**config.mk**
```make
export PLATFORM = sky130hd
export DESIGN_NAME = ola_trigger_sequencer
export DESIGN_NICKNAME = d
export VERILOG_FILES = /design/src/rtl/ola_trigger_sequencer.sv
export SDC_FILE = /design/constraint.sdc
export NUM_CORES = 1
export LEC_CHECK = 0
export BUFFER_PORTS_ARGS = -buffer_cell sky130_fd_sc_hd__buf_2
export CAP_MARGIN = 40
export CORE_AREA = 2 2 96 75
export CTS_CLUSTER_DIAMETER = 40
export DETAILED_ROUTE_END_ITERATION = 8
export DIE_AREA = 0 0 98 77
export GPL_TIMING_DRIVEN = 0
export PLACE_DENSITY = 0.51
export SYNTH_ARGS = -nofsm -noshare
export SYNTH_HDL_FRONTEND = slang
export SYNTH_SLANG_ARGS = --single-unit
```
**constraint.sdc**
```tcl
create_clock -name clock -period 3.5 [get_ports clock]
set_clock_uncertainty 0.15 [all_clocks]
set_input_delay 0.35 -clock clock [delete_from_list [all_inputs] [get_ports clock]]
set_output_delay 0.35 -clock clock [all_outputs]
set_load 0.05 [all_outputs]
```
**src/rtl/ola_trigger_sequencer.sv**
```systemverilog
// Trigger sequencer: tracks the current trigger state, interprets evaluator actions
// (advance/fire/count/clear) and owns the occurrence counter and its limit register.
module ola_trigger_sequencer #(
    parameter int num_states   = 4,
    parameter int state_bits   = 2,
    parameter int action_width = 4,
    parameter int count_width  = 16
) (
    input  logic                               clock,
    input  logic                               reset,
    input  logic                               ctl_enable,
    input  logic                               ctl_data,
    input  logic                               ctl_limit,
    input  logic                               arm,
    input  logic [num_states-1:0]              in_act,
    input  logic [num_states*action_width-1:0] in_actions,
    output logic [state_bits-1:0]              out_state,
    output logic [num_states-1:0]              out_state_sel,
    output logic                               out_count_match,
    output logic                               out_armed,
    output logic                               out_fire,
    output logic                               out_fired
);

    localparam logic [1:0] PH_IDLE  = 2'd0;
    localparam logic [1:0] PH_ARMED = 2'd1;
    localparam logic [1:0] PH_FIRED = 2'd2;

    localparam logic [state_bits-1:0] LAST_STATE = state_bits'(num_states - 1);

    logic [1:0]              phase;
    logic [state_bits-1:0]   state;
    logic [count_width-1:0]  counter;
    logic [count_width-1:0]  limit;
    logic                    fire_q;

    logic                    act_cur;
    logic [action_width-1:0] act_bits;
    logic                    arm_take;
    logic                    apply;

    function automatic logic [count_width-1:0] sat_inc(input logic [count_width-1:0] v);
        return (&v) ? v : v + 1'b1;
    endfunction

    // Only the current state's evaluator is listened to; others are ignored.
    always_comb begin
        act_cur  = in_act[state];
        act_bits = in_actions[state*action_width +: action_width];
        arm_take = arm && !ctl_enable;
        apply    = !ctl_enable && !arm && (phase == PH_ARMED) && act_cur;
    end

    always_ff @(posedge clock or posedge reset) begin
        if (reset) begin
            phase   <= PH_IDLE;
            state   <= '0;
            counter <= '0;
            limit   <= '0;
            fire_q  <= 1'b0;
        end else begin
            fire_q <= 1'b0;
            if (ctl_enable && ctl_limit)
                limit <= {ctl_data, limit[count_width-1:1]};

            if (ctl_enable) begin
                phase   <= PH_IDLE;
                state   <= '0;
                counter <= '0;
            end else if (arm_take) begin
                phase   <= PH_ARMED;
                state   <= '0;
                counter <= '0;
            end else if (apply) begin
                if (act_bits[0] && (state != LAST_STATE))
                    state <= state + 1'b1;
                if (act_bits[1]) begin
                    phase  <= PH_FIRED;
                    fire_q <= 1'b1;
                end
                // CLEAR wins over COUNT when both are requested.
                if (act_bits[3])
                    counter <= '0;
                else if (act_bits[2])
                    counter <= sat_inc(counter);
            end
        end
    end

    always_comb begin
        out_state_sel = '0;
        for (int k = 0; k < num_states; k++)
            out_state_sel[k] = (state == state_bits'(k));
    end

    assign out_state       = state;
    assign out_count_match = (counter == limit);
    assign out_armed       = (phase == PH_ARMED);
    assign out_fired       = (phase == PH_FIRED);
    assign out_fire        = fire_q;

endmodule

```
Word-level counts from Yosys, hierarchy flattened. Index checks and enable logic that the tools add are counted.

Eq/ne operators: 8. Add/sub/neg operators: 2. Reductions and logical operators: 17. Shifts and indexed selects: 1. $lt $le $gt $ge: 1. Muxes and demuxes: 20.

Operators with widths (count): $mux W16 (6); $add A16 B1 Y16 const B (1); $eq A16 B16 Y1 (1); $mux W2 (8); $reduce_and A16 Y1 (1); $shiftx A16 B5 Y4 (1); $reduce_bool A3 Y1 (3); $eq A2 B2 Y1 const B (3); $logic_and A1 B1 Y1 (6); $mux W1 (5); $eq A2 B1 Y1 const B (2); $ne A4 B4 Y1 const B (1); $reduce_and A2 Y1 (2); $reduce_bool A4 Y1 (1); $lt A2 B3 Y1 const B (1); $reduce_and A3 Y1 (1); $add A2 B1 Y2 const B (1); $bmux W1 S2 (1); $logic_not A1 Y1 (2); $logic_not A2 Y1 (1); $ne A2 B2 Y1 const B (1).

Word-level logic and storage cells: 54. Bits in registers: 37. Bits of input ports: 26.

Depth between registers and ports, before layout.
Word-level depth: 7. Mapped depth: 7. Mapped depth without buffers: 5.

Worst setup path before layout. Ideal clock, no wire load.

Path kind: register -> output. Start: reg counter[5]. End: out out_count_match. Cell stages (with the launch flop): 5. Setup slack: 0.709 ns. Arrival time: 2.291 ns. Required time: 3.000 ns. Cells stage by stage: dfrtp_1 -> clkbuf_1 -> xnor2_1 -> nand4_1 -> nor4_1.

Word-level cells in the longest chain between the ends: 1.

RTL lines: start: declaration (line 33) `logic [count_width-1:0] counter;`; start signal: assignment (line 85) `counter <= sat_inc(counter);`; $eq A16 B16 Y1 (line 97) `assign out_count_match = (counter == limit);`; end: declaration (line 19) `output logic out_count_match,`.

Every way passes these cells.

Final worst setup path.
Start: reg counter[3]. End: out out_count_match.

The elaborated chain is that of the path after synthesis.

==> results_tabular.tex <==
\begin{tabular}{lr}
\hline
Metric & Value \\
\hline
\multicolumn{2}{l}{\textbf{STA}} \\
\quad Share of the cycle needed by the critical path after routing & approximately 66\% \\
\quad FMAX & 0.431 GHz \\
\quad Minimum hold slack & between 50 and 60 ps \\
\quad Number of pins exceeding their max-slew limit in the final report & 0 \\
\quad Final Hold Violating Endpoints & 0 \\
\quad Final-layout setup total negative slack & 0 ps \\
\quad Unrepaired setup endpoints after global routing & false \\
\quad Final period demand of the worst path & 2320 ps \\
\quad Worst rel slew slack & about 47\% \\
\quad Actual transition at the worst max-transition pin & a little under 800 ps \\
\quad Endpoints failing setup & 0 \\
\multicolumn{2}{l}{\textbf{Synth}} \\
\quad Fraction of post-synthesis cell area in the top cell type by area & 40.3\% \\
\quad Post-synthesis instance total & 214 \\
\quad Summed instance area of the synthesized netlist & 2290 µm² \\
\quad Number of flops mapped to enable cells by yosys & 0 \\
\quad Warnings from Yosys & 0 \\
\quad Most frequently used flop master after synthesis & sky130\_fd\_sc\_hd\_\_dfrtp\_1 \\
\quad Synth async-reset ratio & 100\% \\
\quad Number of flip-flops and latches in the synthesized netlist & 37 \\
\quad Dominant cell by count in the synthesized netlist & sky130\_fd\_sc\_hd\_\_dfrtp\_1 \\
\quad Synth area leader & sky130\_fd\_sc\_hd\_\_dfrtp\_1 \\
\quad Average cell area after synthesis & 10.7 µm² \\
\quad Cell types with the largest area share after synthesis & sky130\_fd\_sc\_hd\_\_dfrtp\_1 (40\%), sky130\_fd\_sc\_hd\_\_mux2\_2 (7.9\%), sky130\_fd\_sc\_hd\_\_xnor2\_1 (6.1\%) \\
\quad Fraction of the yosys area taken by sequential cells & 40.3\% \\
\quad List of most frequent post-synthesis cells & sky130\_fd\_sc\_hd\_\_dfrtp\_1 (37), sky130\_fd\_sc\_hd\_\_mux2\_2 (16), sky130\_fd\_sc\_hd\_\_xnor2\_1 (16) \\
\quad Count of different cell masters after synthesis & 49 \\
\quad Net count after synthesis & between 200 and 250 \\
\multicolumn{2}{l}{\textbf{Worst setup path}} \\
\quad Reg-to-reg startpoint & out\_state[0] \\
\quad Kind of capture point of the worst setup path & output pin \\
\quad Cell family with the largest share of critical-path delay & simple AND/OR/NAND/NOR gates \\
\quad Critical Path Source & counter[3] \\
\quad Register-to-register setup slack & about 1300 ps \\
\quad Setup crit start kind & flip-flop \\
\quad Library cell contributing the largest single delay on the critical path & sky130\_fd\_sc\_hd\_\_dfrtp\_1 \\
\quad Critical path buffers and inverters & 1 \\
\quad Worst r2r path cells & 7 \\
\quad Critical-path cell list & xnor2\_1, nand4\_1, nor4\_1, buf\_2 \\
\quad Crit Reg-Reg Endpoint & counter[13] \\
\quad Data arrival time at the worst-slack endpoint & 1820 ps \\
\quad Start-to-end type of the worst setup path & reg -> out \\
\quad Maximum net fanout on the critical path & 7 \\
\quad Required time at the endpoint of the critical path & 3000 ps \\
\quad Biggest cell delay along the critical path & 460 ps \\
\multicolumn{2}{l}{\textbf{CTS}} \\
\quad Count of clock tree sinks & 37 \\
\quad Number of buffers inserted to repair setup after CTS & 0 \\
\quad Clock-pin slew on the worst setup and hold paths & 80 ps \\
\quad H-tree lvl count & 2 \\
\quad Buffer type at the clock tree root & sky130\_fd\_sc\_hd\_\_clkbuf\_8 \\
\quad Clock tree from TritonCTS & yes \\
\quad TritonCTS buffer count & 5 \\
\quad CTS max path bufs & 2 \\
\quad Resized cells post-CTS & 0 \\
\quad Worst-Skew Late Latency & a little under 300 ps \\
\quad Hold bufs inserted after CTS & 0 \\
\multicolumn{2}{l}{\textbf{Global route}} \\
\quad Met3 GRT Util & under 10\% \\
\quad Met2 layer usage reported by global route & 20.7\% \\
\quad Global-route congestion overflow total & 0 \\
\quad Top Usage Layer GRT & met1 \\
\quad Via count of the first global-routing pass & 1739 \\
\quad Maximum number of pins on one net before global-route repair & 38 \\
\quad Global-route wire length before repair & 8830 µm \\
\quad Initial antenna violation count & 0 \\
\quad Global routing usage summed across all routing layers & 14.6\% \\
\quad GR met1 Demand/Resource & 22.5\% \\
\multicolumn{2}{l}{\textbf{Place}} \\
\quad Final weighted congestion in routability-driven placement & a little under 0.8 \\
\quad IO Port Bufs & 35 \\
\quad Detailed placer's ending HPWL & $\sim$4000 µm \\
\multicolumn{2}{l}{\textbf{Layout}} \\
\quad Final Util & 40.2\% \\
\quad Layout Nets & 287 \\
\quad Count of inserted antenna diode cells & 0 \\
\quad Area overhead of the layout relative to synthesis & 15.8\% \\
\quad Total of fill cells in the finished design & $\sim$680 \\
\quad Share of cells above drive strength 1 & 29.6\% \\
\multicolumn{2}{l}{\textbf{Route}} \\
\quad Detailed-route wire length & 5260 µm \\
\quad Detailed-route via count & 1812 \\
\quad Detailed Routing Iterations Pass 1 & 4 \\
\quad Residual antenna-violating net count after detailed routing & 0 \\
\quad Per-cell via count in the routed design & around 5.3 \\
\quad Post-route DRC violation count & 0 \\
\quad Post-detailed-route wirelength per cell & roughly 15 µm \\
\quad First-iteration detailed-routing DRC count & 76 \\
\multicolumn{2}{l}{\textbf{Power and ir drop}} \\
\quad Power per cell area & 418 nW/µm² \\
\quad Maximum vdd ir drop & about 0.17 mV \\
\quad Static leakage power & 1.14 nW \\
\multicolumn{2}{l}{\textbf{Die}} \\
\quad Std-Cell Core Area & about 6600 µm² \\
\quad Number of placement rows & 26 \\
\quad Starting density of the core & between 30\% and 40\% \\
\quad Die extent in x & 98 µm \\
\quad Area enclosed by the die boundary & 7550 µm² \\
\quad Vertical extent of the die & 77 µm \\
\quad Number of placed I/O pins & 36 \\
\multicolumn{2}{l}{\textbf{Outcome}} \\
\quad Outcome & complete, no violations \\
\multicolumn{2}{l}{\textbf{Hold path}} \\
\quad Kind of path behind the tightest hold check & in -> async \\
\multicolumn{2}{l}{\textbf{Job}} \\
\quad Max-Cap Viols & 0 \\
\hline
\end{tabular}
[metrics by stage]
step | cells | setup WS (ps) | power, W | cell area (µm²)
after floorplan | 214 | 709 | 0.000758 | 2290
after global placement | 333 | 1300 | 0.000827 | 2570
after detailed placement | 333 | 1300 | 0.000830 | 2570
after global routing | 341 | 1000 | 0.00118 | 2660
after CTS | 341 | 1190 | 0.00113 | 2660
final | 341 | 1180 | 0.00111 | 2660
[cells in the final DEF (no fill, tap or decap), types with 2 or more instances in the layout]
cell	n
sky130_fd_sc_hd__o31ai_1	3
sky130_fd_sc_hd__buf_2	40
sky130_fd_sc_hd__and2_1	2
sky130_fd_sc_hd__a21oi_1	5
sky130_fd_sc_hd__clkbuf_8	5
sky130_fd_sc_hd__o21ai_0	9
sky130_fd_sc_hd__mux2_2	16
sky130_fd_sc_hd__dfrtp_1	37
sky130_fd_sc_hd__xnor2_1	16
sky130_fd_sc_hd__clkinv_2	2
sky130_fd_sc_hd__nand3_1	7
sky130_fd_sc_hd__mux4_1	2
sky130_fd_sc_hd__clkbuf_1	7
sky130_fd_sc_hd__buf_6	3
sky130_fd_sc_hd__a31oi_1	15
sky130_fd_sc_hd__nand2b_1	3
sky130_fd_sc_hd__nand2_1	10
sky130_fd_sc_hd__and4_1	5
sky130_fd_sc_hd__mux4_2	3
sky130_fd_sc_hd__a21o_1	4
sky130_fd_sc_hd__ha_1	5
sky130_fd_sc_hd__nor2b_1	3
sky130_fd_sc_hd__inv_1	7
sky130_fd_sc_hd__nor2_1	6
sky130_fd_sc_hd__a41oi_1	4
sky130_fd_sc_hd__nand4_1	9
sky130_fd_sc_hd__and3_1	4
[layer usage]
metal  share of wire (%)  vias up
met5                   0        -
met3                 4.1        5
met4                0.68        0
met1                  54      877
met2                  42       32
li1                    -      898
[power breakdown]
group | internal, W | switching, W | total [W]
clock | 0.000138 | 0.000152 | 0.000290
combinational | 0.000141 | 0.0000954 | 0.000237
sequential | 0.000508 | 0.0000764 | 0.000584
total | 0.000787 | 0.000324 | 0.00111
[cells by family (layout without fill, tap and decap cells)]
family / after synthesis / after routing / synth area share [%]
compound gates: 53 / 53 / 16.8
simple gates: 58 / 58 / 14.8
buf+inv: 23 / 66 / 5.72
fa+ha+maj: 5 / 5 / 2.73
mux: 22 / 22 / 13.5
xor+xnor: 16 / 16 / 6.11
flops: 37 / 37 / 40.3
[registers in the layout (all words and copies together) (netlist names)]
signal,flops
out_fire,1
out_state,2
phase,2
limit,16
counter,16
[worst reg2reg max path, stage by stage, from the launching register on]
cell	delay (ps)
sky130_fd_sc_hd__dfrtp_1	420
sky130_fd_sc_hd__buf_6	170
sky130_fd_sc_hd__mux4_2	550
sky130_fd_sc_hd__and4b_1	280
sky130_fd_sc_hd__buf_6	140
sky130_fd_sc_hd__buf_12	130
sky130_fd_sc_hd__a41oi_2	100
sky130_fd_sc_hd__a31oi_1	180
[layout make-up]
cell class | instances | area, µm² | share of cell area [%]
buffer | 15 | 101 | 3.81
clock buffer | 6 | 72.6 | 2.73
clock inverter | 2 | 10.0 | 0.377
inverter | 8 | 30.0 | 1.13
multi-input combinational | 154 | 1240 | 46.6
sequential | 37 | 926 | 34.8
tap | 84 | 105 | 3.95
timing repair buffer | 35 | 175 | 6.59
[worst max-delay path by stage]
| stage | to | slack [ps] | depth (start not counted) |
|---|---|---|---|
| 6_report | out_count_match | 1180 | 4 |
| 5_1_grt | out_count_match | 1000 | 4 |
| 4_1_cts | out_count_match | 1190 | 5 |
| 3_5_place_dp | counter[13] | 1300 | 7 |
| 3_3_place_gp | counter[13] | 1300 | 7 |
| 2_1_floorplan | out_count_match | 710 | 4 |
Note: power is estimated with default switching activity, not from simulation.
